## config.mk

```make
export PLATFORM = sky130hd
export DESIGN_NAME = fft_sdf_stage_ctrl
export DESIGN_NICKNAME = d
export VERILOG_FILES = /design/src/rtl/fft_pkg.sv /design/src/rtl/fft_pos_cnt.sv /design/src/rtl/fft_sdf_stage_ctrl.sv
export SDC_FILE = /design/constraint.sdc
export NUM_CORES = 1
export LEC_CHECK = 0
export CAP_MARGIN = 10
export CORE_MARGIN = 3
export CORE_UTILIZATION = 35
export DETAILED_ROUTE_END_ITERATION = 8
export PLACE_DENSITY = 0.64
export SLEW_MARGIN = 20
export SYNTH_ARGS = -nofsm -noshare
export SYNTH_HDL_FRONTEND = slang
export SYNTH_SLANG_ARGS = --single-unit
export TNS_END_PERCENT = 5
```

## constraint.sdc

```tcl
create_clock -name clk -period 3.1 [get_ports clk]
set_input_delay 0.465 -clock clk [delete_from_list [all_inputs] [get_ports clk]]
set_output_delay 0.465 -clock clk [all_outputs]
set_load 0.005 [all_outputs]
```

## src/rtl/fft_pkg.sv

```systemverilog
// ---------------------------------------------------------------------------
// fft_pkg
//   Shared types and elaboration-time helpers for the radix-2 SDF stage
//   controller.
//   - state_e     : controller state (IDLE, FILL, RUN, DRAIN)
//   - delay_depth : delay-line depth D = 2**(LOG2N-1-STAGE)
//   - tw_width    : width of the twiddle index k of W_N^k (LOG2N-1)
// ---------------------------------------------------------------------------
package fft_pkg;

  typedef enum logic [1:0] {
    IDLE  = 2'd0,
    FILL  = 2'd1,
    RUN   = 2'd2,
    DRAIN = 2'd3
  } state_e;

  function automatic int delay_depth(input int log2n, input int stage);
    return 1 << (log2n - 1 - stage);
  endfunction

  function automatic int tw_width(input int log2n);
    return log2n - 1;
  endfunction

endpackage

```

## src/rtl/fft_pos_cnt.sv

```systemverilog
// ---------------------------------------------------------------------------
// fft_pos_cnt
//   Wrapping W-bit position counter with synchronous clear and enable.
//   Clear is applied before the increment, so clr=1/en=1 in the same cycle
//   lands on 1 (the current item becomes position 0 and is counted).
// Ports
//   clk    in   clock
//   rst    in   asynchronous, active-high reset
//   en     in   count one item this cycle
//   clr    in   synchronous clear to zero
//   cnt_q  out  current count (wraps 2**W-1 -> 0)
// ---------------------------------------------------------------------------
module fft_pos_cnt #(
  parameter int W = 5
) (
  input  logic         clk,
  input  logic         rst,
  input  logic         en,
  input  logic         clr,
  output logic [W-1:0] cnt_q
);

  logic [W-1:0] cnt_d;

  always_comb begin
    cnt_d = clr ? '0 : cnt_q;
    if (en) begin
      cnt_d = cnt_d + W'(1);
    end
  end

  always_ff @(posedge clk or posedge rst) begin
    if (rst) begin
      cnt_q <= '0;
    end else begin
      cnt_q <= cnt_d;
    end
  end

endmodule

```

## src/rtl/fft_sdf_stage_ctrl.sv

```systemverilog
// ---------------------------------------------------------------------------
// fft_sdf_stage_ctrl
//   Control unit for one radix-2 SDF DIF butterfly stage of an N-point FFT
//   (N = 2**LOG2N, delay depth D = 2**(LOG2N-1-STAGE)). Tracks the sample
//   position, drives delay-line shift enable, butterfly/bypass select and
//   twiddle index, registers the data path into butterfly port A and flushes
//   the delay line with zero samples when a frame is not followed by another.
//   All outputs are registered (latency 1 from the accepted sample).
// Optional feature: define FFT_SDF_SOF_CHECK_EN to enable start-of-frame
//   checking with a sticky err_o; otherwise sof_i is ignored and err_o is 0.
// Ports
//   clk, rst                  clock, asynchronous active-high reset
//   valid_i, sof_i            input sample valid, start-of-frame marker
//   data_in_r, data_in_i      input sample (signed, DW bits each)
//   valid_o                   stage output valid
//   sr_en                     delay-line shift enable
//   bf_sel                    1 = butterfly phase, 0 = fill/bypass phase
//   tw_idx                    twiddle index k (meaningful when bf_sel=1)
//   data_out_r, data_out_i    registered input sample, zero while flushing
//   frame_done                pulse with the output of sample N-1
//   err_o                     sticky framing error
// ---------------------------------------------------------------------------
module fft_sdf_stage_ctrl
  import fft_pkg::*;
#(
  parameter int LOG2N = 5,
  parameter int STAGE = 0,
  parameter int DW    = 16
) (
  input  logic                 clk,
  input  logic                 rst,
  input  logic                 valid_i,
  input  logic                 sof_i,
  input  logic signed [DW-1:0] data_in_r,
  input  logic signed [DW-1:0] data_in_i,
  output logic                 valid_o,
  output logic                 sr_en,
  output logic                 bf_sel,
  output logic [LOG2N-2:0]     tw_idx,
  output logic signed [DW-1:0] data_out_r,
  output logic signed [DW-1:0] data_out_i,
  output logic                 frame_done,
  output logic                 err_o
);

  localparam int N    = 1 << LOG2N;
  localparam int D    = delay_depth(LOG2N, STAGE);
  localparam int TW_W = tw_width(LOG2N);

  localparam logic [LOG2N-1:0] D_V    = LOG2N'(D);
  localparam logic [LOG2N-1:0] D_LAST = LOG2N'(D - 1);
  localparam logic [LOG2N-1:0] N_LAST = LOG2N'(N - 1);
  localparam logic [LOG2N-1:0] P_MASK = LOG2N'(2 * D - 1);

  state_e                state_q, state_d;
  logic                  valid_q, valid_d;
  logic                  sr_en_q, sr_en_d;
  logic                  bf_sel_q, bf_sel_d;
  logic [TW_W-1:0]       tw_idx_q, tw_idx_d;
  logic signed [DW-1:0]  data_r_q, data_r_d;
  logic signed [DW-1:0]  data_i_q, data_i_d;
  logic                  frame_done_q, frame_done_d;
  logic                  err_q, err_d;

  logic [LOG2N-1:0] cnt_q, dcnt_q;
  logic             cnt_en, cnt_clr, dcnt_en, dcnt_clr;
  logic [LOG2N-1:0] cur_cnt, pos;
  logic             accept, resync, fill_smp;

`ifndef FFT_SDF_SOF_CHECK_EN
  logic sof_unused;
  assign sof_unused = sof_i;
`endif

  fft_pos_cnt #(.W(LOG2N)) u_cnt (
    .clk   (clk),
    .rst   (rst),
    .en    (cnt_en),
    .clr   (cnt_clr),
    .cnt_q (cnt_q)
  );

  fft_pos_cnt #(.W(LOG2N)) u_dcnt (
    .clk   (clk),
    .rst   (rst),
    .en    (dcnt_en),
    .clr   (dcnt_clr),
    .cnt_q (dcnt_q)
  );

  always_comb begin
    // NOTE: every variable gets a default here, so no path can infer a latch.
    state_d      = state_q;
    valid_d      = 1'b0;
    sr_en_d      = 1'b0;
    bf_sel_d     = bf_sel_q;
    tw_idx_d     = tw_idx_q;
    data_r_d     = data_r_q;
    data_i_d     = data_i_q;
    frame_done_d = 1'b0;
    err_d        = err_q;
    cnt_en       = 1'b0;
    cnt_clr      = 1'b0;
    dcnt_en      = 1'b0;
    dcnt_clr     = 1'b0;
    accept       = 1'b0;
    resync       = 1'b0;
    cur_cnt      = cnt_q;
    pos          = '0;
    fill_smp     = 1'b0;

    case (state_q)
      IDLE: begin
        if (valid_i) begin
          accept = 1'b1;
`ifdef FFT_SDF_SOF_CHECK_EN
          if (!sof_i) err_d = 1'b1;
`endif
        end
      end
      FILL, RUN: begin
        if (valid_i) begin
          accept = 1'b1;
`ifdef FFT_SDF_SOF_CHECK_EN
          // Misplaced SOF: restart the frame with this sample as position 0.
          if (sof_i && (cnt_q != '0)) begin
            resync = 1'b1;
            err_d  = 1'b1;
          end
`endif
        end
      end
      DRAIN: begin
        if (valid_i && (dcnt_q == '0)) begin
          // Back-to-back frame: its samples push the old tail out instead.
          accept = 1'b1;
        end else begin
          valid_d  = 1'b1;
          sr_en_d  = 1'b1;
          bf_sel_d = 1'b0;
          tw_idx_d = '0;
          data_r_d = '0;
          data_i_d = '0;
          if (dcnt_q == D_LAST) begin
            dcnt_clr = 1'b1;
            state_d  = IDLE;
          end else begin
            dcnt_en = 1'b1;
          end
`ifdef FFT_SDF_SOF_CHECK_EN
          if (valid_i) err_d = 1'b1;
`endif
        end
      end
      default: state_d = IDLE;
    endcase

    if (accept) begin
      if (resync) cur_cnt = '0;
      cnt_clr  = resync;
      cnt_en   = 1'b1;
      pos      = cur_cnt & P_MASK;
      sr_en_d  = 1'b1;
      data_r_d = data_in_r;
      data_i_d = data_in_i;
      bf_sel_d = (pos >= D_V);
      tw_idx_d = (pos >= D_V) ? TW_W'((pos - D_V) << STAGE) : '0;
      // Samples that only prime the delay line produce no output.
      fill_smp = (state_q == IDLE) || (state_q == FILL) || resync;
      if (fill_smp) begin
        state_d = (cur_cnt == D_LAST) ? RUN : FILL;
      end else begin
        valid_d = 1'b1;
        if (cur_cnt == N_LAST) begin
          frame_done_d = 1'b1;
          state_d      = DRAIN;
        end else begin
          state_d = RUN;
        end
      end
    end
  end

  always_ff @(posedge clk or posedge rst) begin
    if (rst) begin
      // NOTE: the data registers are reset too, so a reset drives every output to 0.
      state_q      <= IDLE;
      valid_q      <= 1'b0;
      sr_en_q      <= 1'b0;
      bf_sel_q     <= 1'b0;
      tw_idx_q     <= '0;
      data_r_q     <= '0;
      data_i_q     <= '0;
      frame_done_q <= 1'b0;
      err_q        <= 1'b0;
    end else begin
      // NOTE: non-blocking assignments keep every flop sampling pre-edge values.
      state_q      <= state_d;
      valid_q      <= valid_d;
      sr_en_q      <= sr_en_d;
      bf_sel_q     <= bf_sel_d;
      tw_idx_q     <= tw_idx_d;
      data_r_q     <= data_r_d;
      data_i_q     <= data_i_d;
      frame_done_q <= frame_done_d;
      err_q        <= err_d;
    end
  end

  assign valid_o    = valid_q;
  assign sr_en      = sr_en_q;
  assign bf_sel     = bf_sel_q;
  assign tw_idx     = tw_idx_q;
  assign data_out_r = data_r_q;
  assign data_out_i = data_i_q;
  assign frame_done = frame_done_q;
  assign err_o      = err_q;

endmodule

```

==> results.md, run 1 <==
- The global placer's final weighted congestion is 0.766.
- The number of cells upsized or downsized after cts is 0.
- By startpoint and endpoint, the worst setup path is classified as in2reg.
- The area of the core is 6130 um2.
- The worst setup path is captured at a register.
- The area of combinational cells with multiple inputs is 876 um2.
- The clock passes through at most 2 buffers.
- The static leakage is 1.35 nW.
- After clock tree synthesis, the clock-pin slew on the worst setup and hold paths is 90 ps.
- In this run, distinct cell masters in the synthesized netlist total 36.
- The number of nets handed over by synthesis was 242.
- The sequential area share after synthesis is 56.5%.
- In this run the cell area measured after placement is 3060 um2.
- The DRC violation count after routing is 0.
- The final critical path takes up 76.1% of the cycle.
- After global routing the overflow that remains totals 0.
- The number of buffers added to fix hold violations after cts is 0.
- The netlist area before placement is 2300 um2.
- The I/O pin count is 77.
- Entering global routing, the biggest net connects 53 pins.
- The count of final max-slew check failures is 0.
- The H-tree was split into 2 levels.
- Of all cell types, the one taking the most synthesized area is dfrtp_1.
- For the final database, setup skew stands at 7.13 ps.
- The number of cell rows is 28.
- The repair_antennas step left the layout with diodes totalling 0.
- The worst path needs 2360 ps of the cycle, external delays included.
- The critical path required time is 3300 ps.
- The detail route stage leaves a number of antenna-violating nets equal to 0.
- The post-route worst hold slack is 506 ps.
- Using the TritonRoute via totals, the vias-per-cell ratio works out to 4.99.
- The total count of hold-check failures in the final report is 0.
- The full die area is 7590 um2.
- The core utilization of the finished layout is 51.9%.
- Summing all non-filler instances in the final layout gives an area of 3180 um2.
- The initial antenna violation count was 0.
- Of the post-synthesis cell area, the dominant cell type holds 56.5%.
- The number of buffers inserted by port buffering is 74.
- In the final layout, the share of cells above drive strength 1 is 10.3%.
- Compared with the post-synthesis result, the final layout area differs by 38.1%.
- Setup total negative slack on the finished layout was measured at 0 ps.
- The final layout contains routed wiring with a total length of 5090 um.
- The count of vias placed by the detailed router is 1731.
- The most critical setup path has its startpoint at valid_i.
- Synthesis inferred 52 register bits.
- Measured along the x axis, the die boundary spans 87.1 um.
- The root buffer cell is clkbuf_8.
- The top achievable clock speed is 424 MHz.
- The arrival time reported for the critical path endpoint is 2560 ps.
- The total power per unit cell area is 860 nW/um2.
- From bottom edge to top edge, the die measures 87.1 um.
- The worst setup timing slack at the placement stage is 439 ps.
- The via count of the first global-routing pass is 1739.
- Setup repair after global routing left no endpoint under its margin.
- The setup fix buffers added after clock tree synthesis is 0.
- The flow ran to the end, and the final reports show no timing, DRC or antenna violations.
- The first detailed-routing pass took 4 iterations.
- TritonCTS built the clock tree.
- For this configuration, the core starts out at a cell density of 37.6%.
- After filler insertion, the fill cell instance count of the layout stands at 540.
- The clock latency on the worst-skew pair is 310 ps.
- The count of warnings emitted by yosys is 0.
- In the post-route analysis, the smallest setup slack over all paths is 741 ps.
- The estimated wirelength of the detail-placed design is 3440 um.
- The total setup violations reported at the end of the flow is 0.
- The classification of the worst-slack hold path is reg2reg.
- The startpoint of the most critical register-to-register path is u_dcnt.cnt_q[0].
- The transition time of the tightest slew-check pin is 822 ps.
- In the synthesized netlist, the number of instances is 202.
- In this run, CTS created clock tree buffers numbering 5.
- VDD sags by at most 0.391 mV.
- The largest driver fanout on the critical path is 22.
- The net total in the final layout is 311.
- The initial DRC count is 98.
- The critical hold path startpoint is data_out_i[4].
- In the post-synthesis netlist, the biggest area contributors are dfrtp_1 57%, nand2_1 6.4%, a22o_1 6.1%, o22ai_2 5.4%, ha_1 2.2%.
- The sequential cells in the finished layout cover a total of 1300 um2.
- After detailed routing, the average wire length per cell comes to 14.7 um.
- The average instance in the mapped netlist occupies 11.4 um2.
- Global routing used 14.3% of the available tracks.
- The tool flagged a number of max-cap violations equal to 0.
- Counting every sink on the clock net gives 52.
- The first global-routing pass estimated 8450 um of wire.
- Measured against its own limit, the worst slew margin works out to 45.2%.
- The worst setup path is launched from an input port.
## sequential cells by signal (all words and copies together) (netlist names)
signal        cells
sr_en             1
data_out_i       16
tw_idx            4
u_cnt.cnt_q       5
state_q           2
bf_sel            1
u_dcnt.cnt_q      5
data_out_r       16
valid_o           1
frame_done        1
## per-layer routing
metal / global-route usage [%] / up-vias / share of wire [%] / routed length [um]
met2: 20.6 / 43 / 45 / 2290
met1: 19.7 / 830 / 47 / 2400
met5: 0 / - / 0 / 0
li1: - / 852 / - / -
met4: 5.02 / 0 / 1.4 / 72
met3: 5.30 / 6 / 6.5 / 330
## layout make-up
type	count	area share, %
sequential	52	40.9
multi-input combinational	128	27.5
timing repair buffer	78	24.2
tap	75	2.95
clock buffer	5	2.16
clock inverter	3	1.46
inverter	6	0.708
## worst paths after layout
path | slack, ps | end | cells after the start
worst min register to register | 510 | data_out_i[4] | 1
worst min-delay path | 510 | data_out_i[4] | 1
max in group asynchronous | 2040 | state_q[1] | 3
worst max register to register | 850 | u_cnt.cnt_q[1] | 3
min in group asynchronous | 640 | data_out_r[13] | 3
worst max-delay path | 740 | u_cnt.cnt_q[1] | 4
## report_power, final
part           internal, W  switching, W
Sequential        0.000922      0.000198
Clock             0.000245      0.000237
Combinational     0.000625      0.000506
Total              0.00179      0.000941
## metrics by stage
| step | power (W) | cells |
|---|---|---|
| floorplan | 0.00178 | 202 |
| global placement | 0.00226 | 339 |
| detailed placement | 0.00228 | 339 |
| CTS | 0.00277 | 347 |
| global route | 0.00293 | 347 |
| finish | 0.00273 | 347 |
## cells in the final DEF, fill, tap and decap left out, drive strengths merged
cell	instances
mux2	1
clkdlybuf4s50	74
nand4	3
o21ai	6
a211oi	1
nor2b	3
bufinv	1
and4	1
or2	2
nand2b	2
buf	4
nand4b	1
clkinv	1
nor2	4
and2	2
nor3	1
a21oi	1
o21a	2
dfrtp	52
conb	1
a32o	4
clkbuf	5
o22ai	17
nand3	4
a21bo	1
a22o	16
or4b	1
mux2i	2
o211ai	4
inv	7
a2111oi	1
o311ai	1
xnor2	3
ha	4
nand2	39
## cells in the mapped netlist
library cell / count
dfrtp_1: 52
nand2_1: 39
a22o_1: 16
clkbuf_1: 10
o22ai_2: 10
o22ai_1: 7
inv_1: 6
o21ai_0: 5
a32o_1: 4
ha_1: 4
nand3_1: 4
nor2_1: 4
o211ai_1: 4
buf_4: 3
nand4_1: 3
nor2b_1: 3
xnor2_1: 3
and2_1: 2
buf_6: 2
mux2i_1: 2
nand2b_1: 2
o21a_1: 2
or2_2: 2
a2111oi_0: 1
a211oi_1: 1
a21bo_2: 1
a21oi_1: 1
and4_1: 1
buf_12: 1
conb_1: 1
mux2_2: 1
nand4b_1: 1
nor3_1: 1
o21ai_4: 1
o311ai_0: 1
or4b_1: 1
## critical path, stage by stage
cell and delay, ps:
clkdlybuf4s50_1 500, or4b_1 620, o21ai_4 580, mux2_2 400
## cells by family (layout without fill, tap and decap cells)
logic type / Yosys count / in the layout / synth area share (%)
compound gates: 54 / 54 / 20.7
mux: 3 / 3 / 1.36
xor+xnor: 3 / 3 / 1.14
flops: 52 / 52 / 56.5
simple gates: 63 / 63 / 12.6
other cells: 1 / 1 / 0.163
buf+inv: 22 / 92 / 5.43
fa+ha+maj: 4 / 4 / 2.17
(Power assumes the default switching activity.)
==> run 2, diff against run 1 <==
- PLACE_DENSITY: 0.64 -> 0.66
- clock period: 3.1 -> 2 ns (I/O delays scaled with it)
==> run 2 against run 1 <==
Effect of this change:
- sequential power increased by 54%
- first-iteration DRC count is 32% higher
- largest power group unchanged
- sequential share of layout area decreased by 1.2 points
- highest routed layer unchanged
- flip-flop and latch count unchanged
- worst setup slack worse by 490 ps
- critical path type is now reg2reg
- non-clock buffer count increased by 8
- power rose by 60%
- via count up 2.8%
- design area increased by 3.1%
==> results.md, run 2 (synthesis results as in run 1) <==
- The level count of the clock H-tree came to 2 (unchanged).
- The number of antenna-violating nets in the routed design is 0 (unchanged).
- The critical path required time is 2250 ps (-1050 ps).
- The total power is 0.00438 W (+60%).
- The arrival time reported for the critical path endpoint is 2000 ps (-560 ps).
- The initial DRC count is 129 (+32%).
- The register clock-pin slew on the reported worst setup and hold paths is 100 ps (about the same).
- From synthesis to final layout, the design area changed by 42.3%.
- The estimated wirelength of the detail-placed design is 3690 um (+7.3%).
- The clock latency on the worst-skew pair is 310 ps (about the same).
- The final worst-path setup slack is 252 ps (-488 ps).
- The number of clock buffers inserted by TritonCTS is 5 (unchanged).
- The total setup violations reported at the end of the flow was 0 (unchanged).
- The net total in the final layout came to 319 (+2.6%).
- The critical path is of the reg2reg type.
- The number of antenna repair diodes is 0 (unchanged).
- The root buffer cell chosen for the clock tree is clkbuf_8.
- The detailed-routing iteration count for the pre-antenna-repair pass is 4 (unchanged).
- The peak ir drop on the vdd network is 0.598 mV (+53%).
- The fraction of layout instances using a drive strength above 1 is 12.9% (+2.6 points).
- The number of buffers added to fix hold violations after cts came to 0 (unchanged).
- The full die area came to 7590 um2 (unchanged).
- The maximum buffer depth of the clock tree was 2 (unchanged).
- The run finished with clean final reports.
- The global router's overall resource usage is 14.7% (+0.45 points).
- The total wire length came to 5320 um (+4.6%).
- The number of buffers inserted by port buffering is 74 (unchanged).
- The count of final max-slew check failures is 0 (unchanged).
- The area of the core is 6130 um2 (unchanged).
- The count of vias placed by the detailed router is 1779 (+2.8%).
- The I/O pin count was 77 (unchanged).
- The total placed instance area came to 3160 um2 (+3.2%).
- Dividing the final minimum period by the clock period gives 87.4%.
- The number of clock sinks seen by CTS was 52 (unchanged).
- The global placer's final weighted congestion is 0.736 (-3.8%).
- The classification of the worst-slack hold path is in2async.
- The DRC violation count after routing is 0 (unchanged).
- Based on the critical path, the design can be clocked at up to 572 MHz.
- The worst setup timing slack at the placement stage is -43.0 ps (-482 ps).
- The number of cells upsized or downsized after cts is 0 (unchanged).
- Setup repair after global routing left no endpoint under its margin.
- The via count of the first global-routing pass is 1767 (+1.6%).
- The global-route wire length before repair is 8740 um (+3.3%).
- The transition time of the tightest slew-check pin came to 502 ps (-319 ps).
- The largest driver fanout on the critical path is 13 (-41%).
- The chip width is 87.1 um (unchanged).
- The total count of hold-check failures in the final report is 0 (unchanged).
- The worst setup skew after layout came to 12.6 ps (+5.51 ps).
- The static leakage is 1.40 nW (+3.8%).
- The final period demand of the worst path is 1750 ps.
- The total of max-cap violations is 0 (unchanged).
- TritonCTS built the clock tree.
- The detailed-route wire length per cell was 15.0 um (+2.3%).
- The initial standard-cell utilization of the core came to 37.6% (unchanged).
- The accumulated negative setup slack was 0 ps (unchanged).
- The library cells used most frequently in the layout, excluding fill and tap cells, are 74 x clkdlybuf4s50_1, 52 x dfrtp_1, 39 x nand2_1.
- The total power per unit cell area was 1340 nW/um2 (+55%).
- The height of the chip came to 87.1 um (unchanged).
- The maximum number of pins on one net before global-route repair is 41 (-23%).
- The setup fix buffers added after clock tree synthesis is 0 (unchanged).
- The worst relative slew slack is 66.5% (+21 points).
- The post-detailed-route via-to-cell ratio was 5.01 (+0.46%).
- The number of cell rows was 28 (unchanged).
- The critical path startpoint category is a register.
- The global-route congestion overflow total came to 0 (unchanged).
- STA classifies the critical path endpoint as a register.
- The initial antenna violation count is 0 (unchanged).
- Leaving out fill and tap cells, the most frequent cell in the layout is clkdlybuf4s50_1.
- The cell area after layout is 3280 um2 (+3.1%).
[run 2: cell count changes in the layout (fill, tap and decap cells not counted), sizes merged]
cell,before,now
buf,4,12
[run 2: routing by layer]
metal	wire [um]	GRT usage, %	vias up
met5	0	0	-
met4	75	5.44	0
met3	236	3.41	6
met2	2590	23.5	42
met1	2420	19.7	861
li1	-	-	870
[run 2: through the flow]
stage / hold slack (ps) / instances / utilization [%]
floorplan: 440 / 202 / -
global placement: 476 / 347 / 51.6
detailed placement: 480 / 347 / 51.6
CTS: 333 / 355 / 53.4
global route: 352 / 355 / 53.4
finish: 317 / 355 / 53.4
[run 2: final cells by class]
cell class                      instances  area (um2)
Clock buffer                            5        68.8
Tap cell                               75        93.8
Multi-Input combinational cell        128         876
Timing Repair Buffer                   86         868
Sequential cell                        52        1300
Fill cell                             543        2850
Clock inverter                          3        46.3
Inverter                                6        22.5
[run 2: path summary, 6_finish.rpt]
check	from	end	slack, ps	cells past startpoint
min in group clk	tw_idx[0]	tw_idx[0]	500	1
setup / recovery	u_dcnt.cnt_q[1]	tw_idx[1]	250	4
max in group asynchronous	rst	valid_o	1140	3
hold reg to reg	tw_idx[0]	tw_idx[0]	500	1
setup reg to reg	u_dcnt.cnt_q[1]	tw_idx[1]	250	4
hold / removal	rst	data_out_r[11]	320	2
[run 2: critical path: stages (launching register included)]
cell and delay, ps:
dfrtp_1 440, or4b_1 640, o21ai_4 210, buf_4 230
a32o_1 170
[run 2: power by group]
group / leakage, nW / internal, W / switching (W)
registers: 0.652 / 0.00143 / 0.000304
logic: 0.686 / 0.00108 / 0.000813
clock network: 0.0600 / 0.000380 / 0.000370
total: 1.40 / 0.00289 / 0.00149
